[config.mk]
export PLATFORM = sky130hd
export DESIGN_NAME = srv_icache
export DESIGN_NICKNAME = d
export VERILOG_FILES = /design/src/rtl/srv_icache.sv
export SDC_FILE = /design/constraint.sdc
export NUM_CORES = 2
export LEC_CHECK = 0
export ABC_AREA = 0
export CAP_MARGIN = 0
export CORE_AREA = 5 5 631 633
export CTS_CLUSTER_DIAMETER = 120
export DETAILED_ROUTE_END_ITERATION = 16
export DIE_AREA = 0 0 636 638
export PLACE_DENSITY = 0.39
export SETUP_SLACK_MARGIN = 0.1
export SYNTH_ARGS = -nofsm -noshare
export SYNTH_HDL_FRONTEND = slang
export SYNTH_SLANG_ARGS = --single-unit
[constraint.sdc]
create_clock -name clk -period 12 [get_ports clk]
set_input_delay 2.4 -clock clk [delete_from_list [all_inputs] [get_ports clk]]
set_output_delay 2.4 -clock clk [all_outputs]
set_load 0.02 [all_outputs]
[src/rtl/srv_icache.sv]
// srv_icache: direct-mapped instruction cache for the schoolRISCV fetch stage.
// Word fetches are served combinationally from a local line store. On a miss
// the block requests a 128-bit line over ext_req/ext_rsp, writes it into the
// latched index and resumes lookup. Only one fill is outstanding at a time.
module srv_icache #(
    parameter int LINES = 16
) (
    input  logic         clk,
    input  logic         rst,

    input  logic         cpu_req_i,
    input  logic [31:0]  cpu_addr_i,
    output logic         cpu_valid_o,
    output logic [31:0]  cpu_rdata_o,
    output logic         cpu_stall_o,

    input  logic         inv_i,

    output logic         ext_req_o,
    output logic [31:0]  ext_addr_o,
    input  logic         ext_rsp_i,
    input  logic [127:0] ext_data_i,

    output logic [15:0]  miss_cnt_o
);

    localparam int IDX_W = $clog2(LINES);
    localparam int TAG_W = 30 - IDX_W;

    // Refill controller states.
    localparam logic [1:0] ST_IDLE = 2'd0;
    localparam logic [1:0] ST_REQ  = 2'd1;
    localparam logic [1:0] ST_WAIT = 2'd2;

    // ------------------------------------------------------------------
    // Address split of the incoming fetch address (word address).
    // ------------------------------------------------------------------
    logic [1:0]       cpu_off;
    logic [IDX_W-1:0] cpu_idx;
    logic [TAG_W-1:0] cpu_tag;

    assign cpu_off = cpu_addr_i[1:0];
    assign cpu_idx = cpu_addr_i[IDX_W+1:2];
    assign cpu_tag = cpu_addr_i[31:IDX_W+2];

    // ------------------------------------------------------------------
    // State and storage.
    // ------------------------------------------------------------------
    logic [1:0]       state_q;
    logic [1:0]       state_d;
    logic [LINES-1:0] valid_q;
    logic [TAG_W-1:0] tag_mem  [LINES];
    logic [127:0]     data_mem [LINES];

    // Line address (word address >> 2) of the fill in flight; it drives
    // ext_addr_o and stays put until the controller returns to IDLE.
    logic [29:0]      fill_line_q;
    logic             drop_q;
    logic [15:0]      miss_cnt_q;

    logic [IDX_W-1:0] fill_idx;
    logic [TAG_W-1:0] fill_tag;
    logic             fill_we;

    assign fill_idx = fill_line_q[IDX_W-1:0];
    assign fill_tag = fill_line_q[29:IDX_W];

    // A response only counts while the controller is waiting for one.
    assign fill_we  = (state_q == ST_WAIT) && ext_rsp_i;

    // ------------------------------------------------------------------
    // Lookup path: purely combinational from cpu_addr_i.
    // ------------------------------------------------------------------
    logic [TAG_W-1:0] rd_tag;
    logic [127:0]     rd_line;
    logic [31:0]      rd_word;
    logic             hit;
    logic             miss;

    // Tag compare and word select for the presented address.
    always_comb begin
        // NOTE: every signal written here gets a default first, so no path
        // can leave one unassigned and infer a latch.
        rd_tag  = tag_mem[cpu_idx];
        rd_line = data_mem[cpu_idx];
        rd_word = rd_line[{cpu_off, 5'b00000} +: 32];
        hit     = 1'b0;
        miss    = 1'b0;
        if (cpu_req_i && (state_q == ST_IDLE)) begin
            if (valid_q[cpu_idx] && (rd_tag == cpu_tag)) begin
                hit = 1'b1;
            end else begin
                miss = 1'b1;
            end
        end
    end

    assign cpu_valid_o = hit;
    assign cpu_rdata_o = hit ? rd_word : 32'd0;
    assign cpu_stall_o = cpu_req_i & ~hit;

    // ------------------------------------------------------------------
    // Refill controller.
    // ------------------------------------------------------------------

    // Next-state logic: IDLE -> REQ on a miss, REQ -> WAIT after the one
    // request cycle, WAIT -> IDLE when the line arrives.
    always_comb begin
        state_d = state_q;
        case (state_q)
            ST_IDLE: if (miss)      state_d = ST_REQ;
            ST_REQ:                 state_d = ST_WAIT;
            ST_WAIT: if (ext_rsp_i) state_d = ST_IDLE;
            default:                state_d = ST_IDLE;
        endcase
    end

    // State register; reset abandons any fill in flight.
    always_ff @(posedge clk or posedge rst) begin
        if (rst) begin
            // NOTE: registers take non-blocking assignments so every flop
            // samples its inputs from before the edge, independent of the
            // order in which always blocks are evaluated.
            state_q <= ST_IDLE;
        end else begin
            state_q <= state_d;
        end
    end

    // Capture the missing line address and count the miss (saturating).
    always_ff @(posedge clk or posedge rst) begin
        if (rst) begin
            fill_line_q <= '0;
            miss_cnt_q  <= '0;
        end else if (miss) begin
            fill_line_q <= cpu_addr_i[31:2];
            if (miss_cnt_q != 16'hFFFF) begin
                miss_cnt_q <= miss_cnt_q + 16'd1;
            end
        end
    end

    // An invalidate during a fill marks the returning line as stale; the
    // mark is dropped once the controller is back in IDLE.
    always_ff @(posedge clk or posedge rst) begin
        if (rst) begin
            drop_q <= 1'b0;
        end else if (fill_we) begin
            drop_q <= 1'b0;
        end else if (inv_i && (state_q != ST_IDLE)) begin
            drop_q <= 1'b1;
        end
    end

    // Valid bits: invalidate wins over a fill landing in the same cycle.
    always_ff @(posedge clk or posedge rst) begin
        if (rst) begin
            valid_q <= '0;
        end else if (inv_i) begin
            valid_q <= '0;
        end else if (fill_we && !drop_q) begin
            valid_q[fill_idx] <= 1'b1;
        end
    end

    // Tag and data arrays take the returned line whether or not it is
    // marked valid.
    always_ff @(posedge clk) begin
        // NOTE: the arrays have no reset; the valid bits alone decide
        // whether their contents are used, which keeps them plain RAM.
        if (fill_we) begin
            tag_mem[fill_idx]  <= fill_tag;
            data_mem[fill_idx] <= ext_data_i;
        end
    end

    assign ext_req_o  = (state_q == ST_REQ);
    assign ext_addr_o = {fill_line_q, 2'b00};
    assign miss_cnt_o = miss_cnt_q;

endmodule

==> flow_summary.ini <==
[critical_path]
worstPathMaxFanout = 117
r2r_slack_ps = 7560
worstPathArrival_ps = 7080
endpoint_kind = output pin
required_ps = 9600
cp-start-kind = primary input
path_class = primary input to output pin

[finish]
mostFrequentLayoutCells = edfxtp_1 (2,464), mux4_2 (772), clkbuf_16 (300)
seq_area_sq_um = 75600
area_delta_synth_final_pct = 18.4
final_area_sq_um = 115000
drive_gt1_share_pct = 28.7
nets = 4546
final_cell_count_no_fill = 9826
fillers = 38000
multiInputGateArea_sq_um = 20800
final_common_cell = edfxtp_1

[placement]
hpwlAfterDp_um = 148000
placed_area_sq_um = 106000
io_buffers = 245
gp_congestion = 0.708
dp_cells = 9308

[sta]
worst_clock_skew_ps = 71.0
hold_viol = 0
post-route-period-util_pct = 79.0
setup_tns_ps = 0
fmax_mhz = 105
fin_crit_ps = 9480
maxSlewHeadroom_pct = 25.4
setup_viol = 0
maxSlewViolCount = 0
holdWs_ps = 491
rsz0062_at_grt = false
tightestPinTransition_ps = 1120

[clock_network]
clockBufferDepth = 4
post_cts_buffers = 0
cts_made_buffers = 290
h-tree-depth = 5
clock_sinks = 2529
clkTransAtPathRegs_ps = 50
holdBufCountCts = 0
cts_tree = done
cts_root_buffer = clkbuf_16
cts_resized = 0
clock_latency_ps = 870

[routing]
drc_errors = 0
wl_per_cell_um = 28.2
vias = 44200
vias_per_cell = 4.50
drt_pre_antenna_iters = 5
wirelength_um = 277000
ant_nets = 0
drtIter0Drc = 3131

[pwr]
power.total_mw = 20.5
p_leak_nw = 35.1
power_density_nw_per_um2 = 178
irDropWorstVdd_uv = 92.4

[floorplanning]
rows = 230
ios = 248
fp.dieArea_sq_um = 406000
die_w_um = 636
coreArea_sq_um = 391000
die_h_um = 638
start_util_pct = 24.9

[grt]
antenna_found_initial = 95
grt_pass1_wl_um = 387000
grt_max_degree = 118
grt_pass1_vias = 47200
globalRouteOverflowTotal = 0
gr-usage-all-layers_pct = 13.3

[logic_synthesis]
ys_async_sr_fraction_pct = 2.57
syn-cell-area_sq_um = 97300
synth_enable_flop_cells = 2464
synth_top_area_share_pct = 76.0
yosys_warnings = 0
synth_cells = 3953
ys_seq_area_share_pct = 77.7
avgSynthCellArea_sq_um = 24.6
synthFlopType = edfxtp_1
synth_seq_cells = 2529
synthTopCellsByArea = edfxtp_1 (76%), mux4_2 (18%), dfrtp_1 (1.7%)
yosysTopAreaCell = edfxtp_1
synth.distinct_cells = 67

[run]
maxCapViolations = 0

[status]
status = finished, final reports clean

[hold_path]
hold_class = flip-flop to flip-flop
cell families after synthesis:
| family | Yosys count | share of synthesized area, % |
|---|---|---|
| DFF | 2529 | 77.7 |
| muxes | 879 | 19.1 |
| buffers and inverters | 218 | 1.10 |
| and+or+nand+nor | 204 | 1.13 |
| AOI/OAI and AO/OA | 86 | 0.631 |
| xor gates and xnor gates | 35 | 0.315 |
| adders and majority gates | 1 | 0.0129 |
| other | 1 | 0.00385 |
per-layer routing:
| metal | track usage (%) | part of all wire, % | vias up |
|---|---|---|---|
| met5 | 0 | 0.068 | - |
| met3 | 2.76 | 5.0 | 407 |
| met1 | 18.4 | 45 | 24700 |
| met4 | 2.55 | 1.9 | 32 |
| li1 | - | - | 18000 |
| met2 | 21.9 | 48 | 985 |
final cells by class:
cell class / instances / share of cell area, %
diodes: 15 / 0.0326
clock buffers: 378 / 6.79
clock inverters: 125 / 0.827
inverters: 15 / 0.0499
multi-input cells: 1207 / 18.1
flip-flops and latches: 2529 / 65.6
well taps: 5220 / 5.67
repair buffers: 337 / 2.97
stage by stage:
| step | worst slack (ps) | util [%] |
|---|---|---|
| 2_1_floorplan | 1980 | - |
| 3_3_place_gp | 2360 | 27.2 |
| 3_5_place_dp | 2460 | 27.2 |
| 4_1_cts | 2440 | 29.4 |
| 5_1_grt | 2210 | 29.4 |
| 6_report | 2520 | 29.4 |
cells in the mapped netlist (all sizes together), types with 8 or more instances:
master	number
a21oi	22
and3	12
buf	132
clkbuf	71
dfrtp	65
edfxtp	2464
inv	13
mux2	47
mux2i	60
mux4	772
nand2	28
nand2b	8
nand3	16
nand4	10
nor2	46
nor2b	40
nor3	18
xnor2	27
xor2	8
power by group:
part / internal, mW / leakage, nW / switching, mW / total [mW]
sequential: 10.2 / 23.0 / 0.317 / 10.6
combinational: 0.675 / 7.83 / 0.960 / 1.63
clock: 4.82 / 4.30 / 3.50 / 8.33
worst max-delay path, stage by stage:
cell and delay [ps]:
buf_8 540, buf_12 520, buf_4 830, mux4_2 420
mux4_2 470, mux4_2 590, nor2b_1 180, clkdlybuf4s50_1 580
state kept, by name (all words and copies together) (netlist names):
name	cells
data_mem	2048
tag_mem	416
fill_line_q	30
miss_cnt_o	16
valid_q	16
state_q	2
drop_q	1
final timing paths:
path,start,endpoint,cells after the start
setup / recovery,cpu_addr_i[3],cpu_rdata_o[3],8
hold / removal,valid_q[0],valid_q[0],2
min in group asynchronous,rst,miss_cnt_o[2],2
setup reg to reg,tag_mem[6][12],fill_line_q[15],9
hold reg to reg,valid_q[0],valid_q[0],2
max in group asynchronous,rst,fill_line_q[25],3
Power figures use the tool's default switching activity.
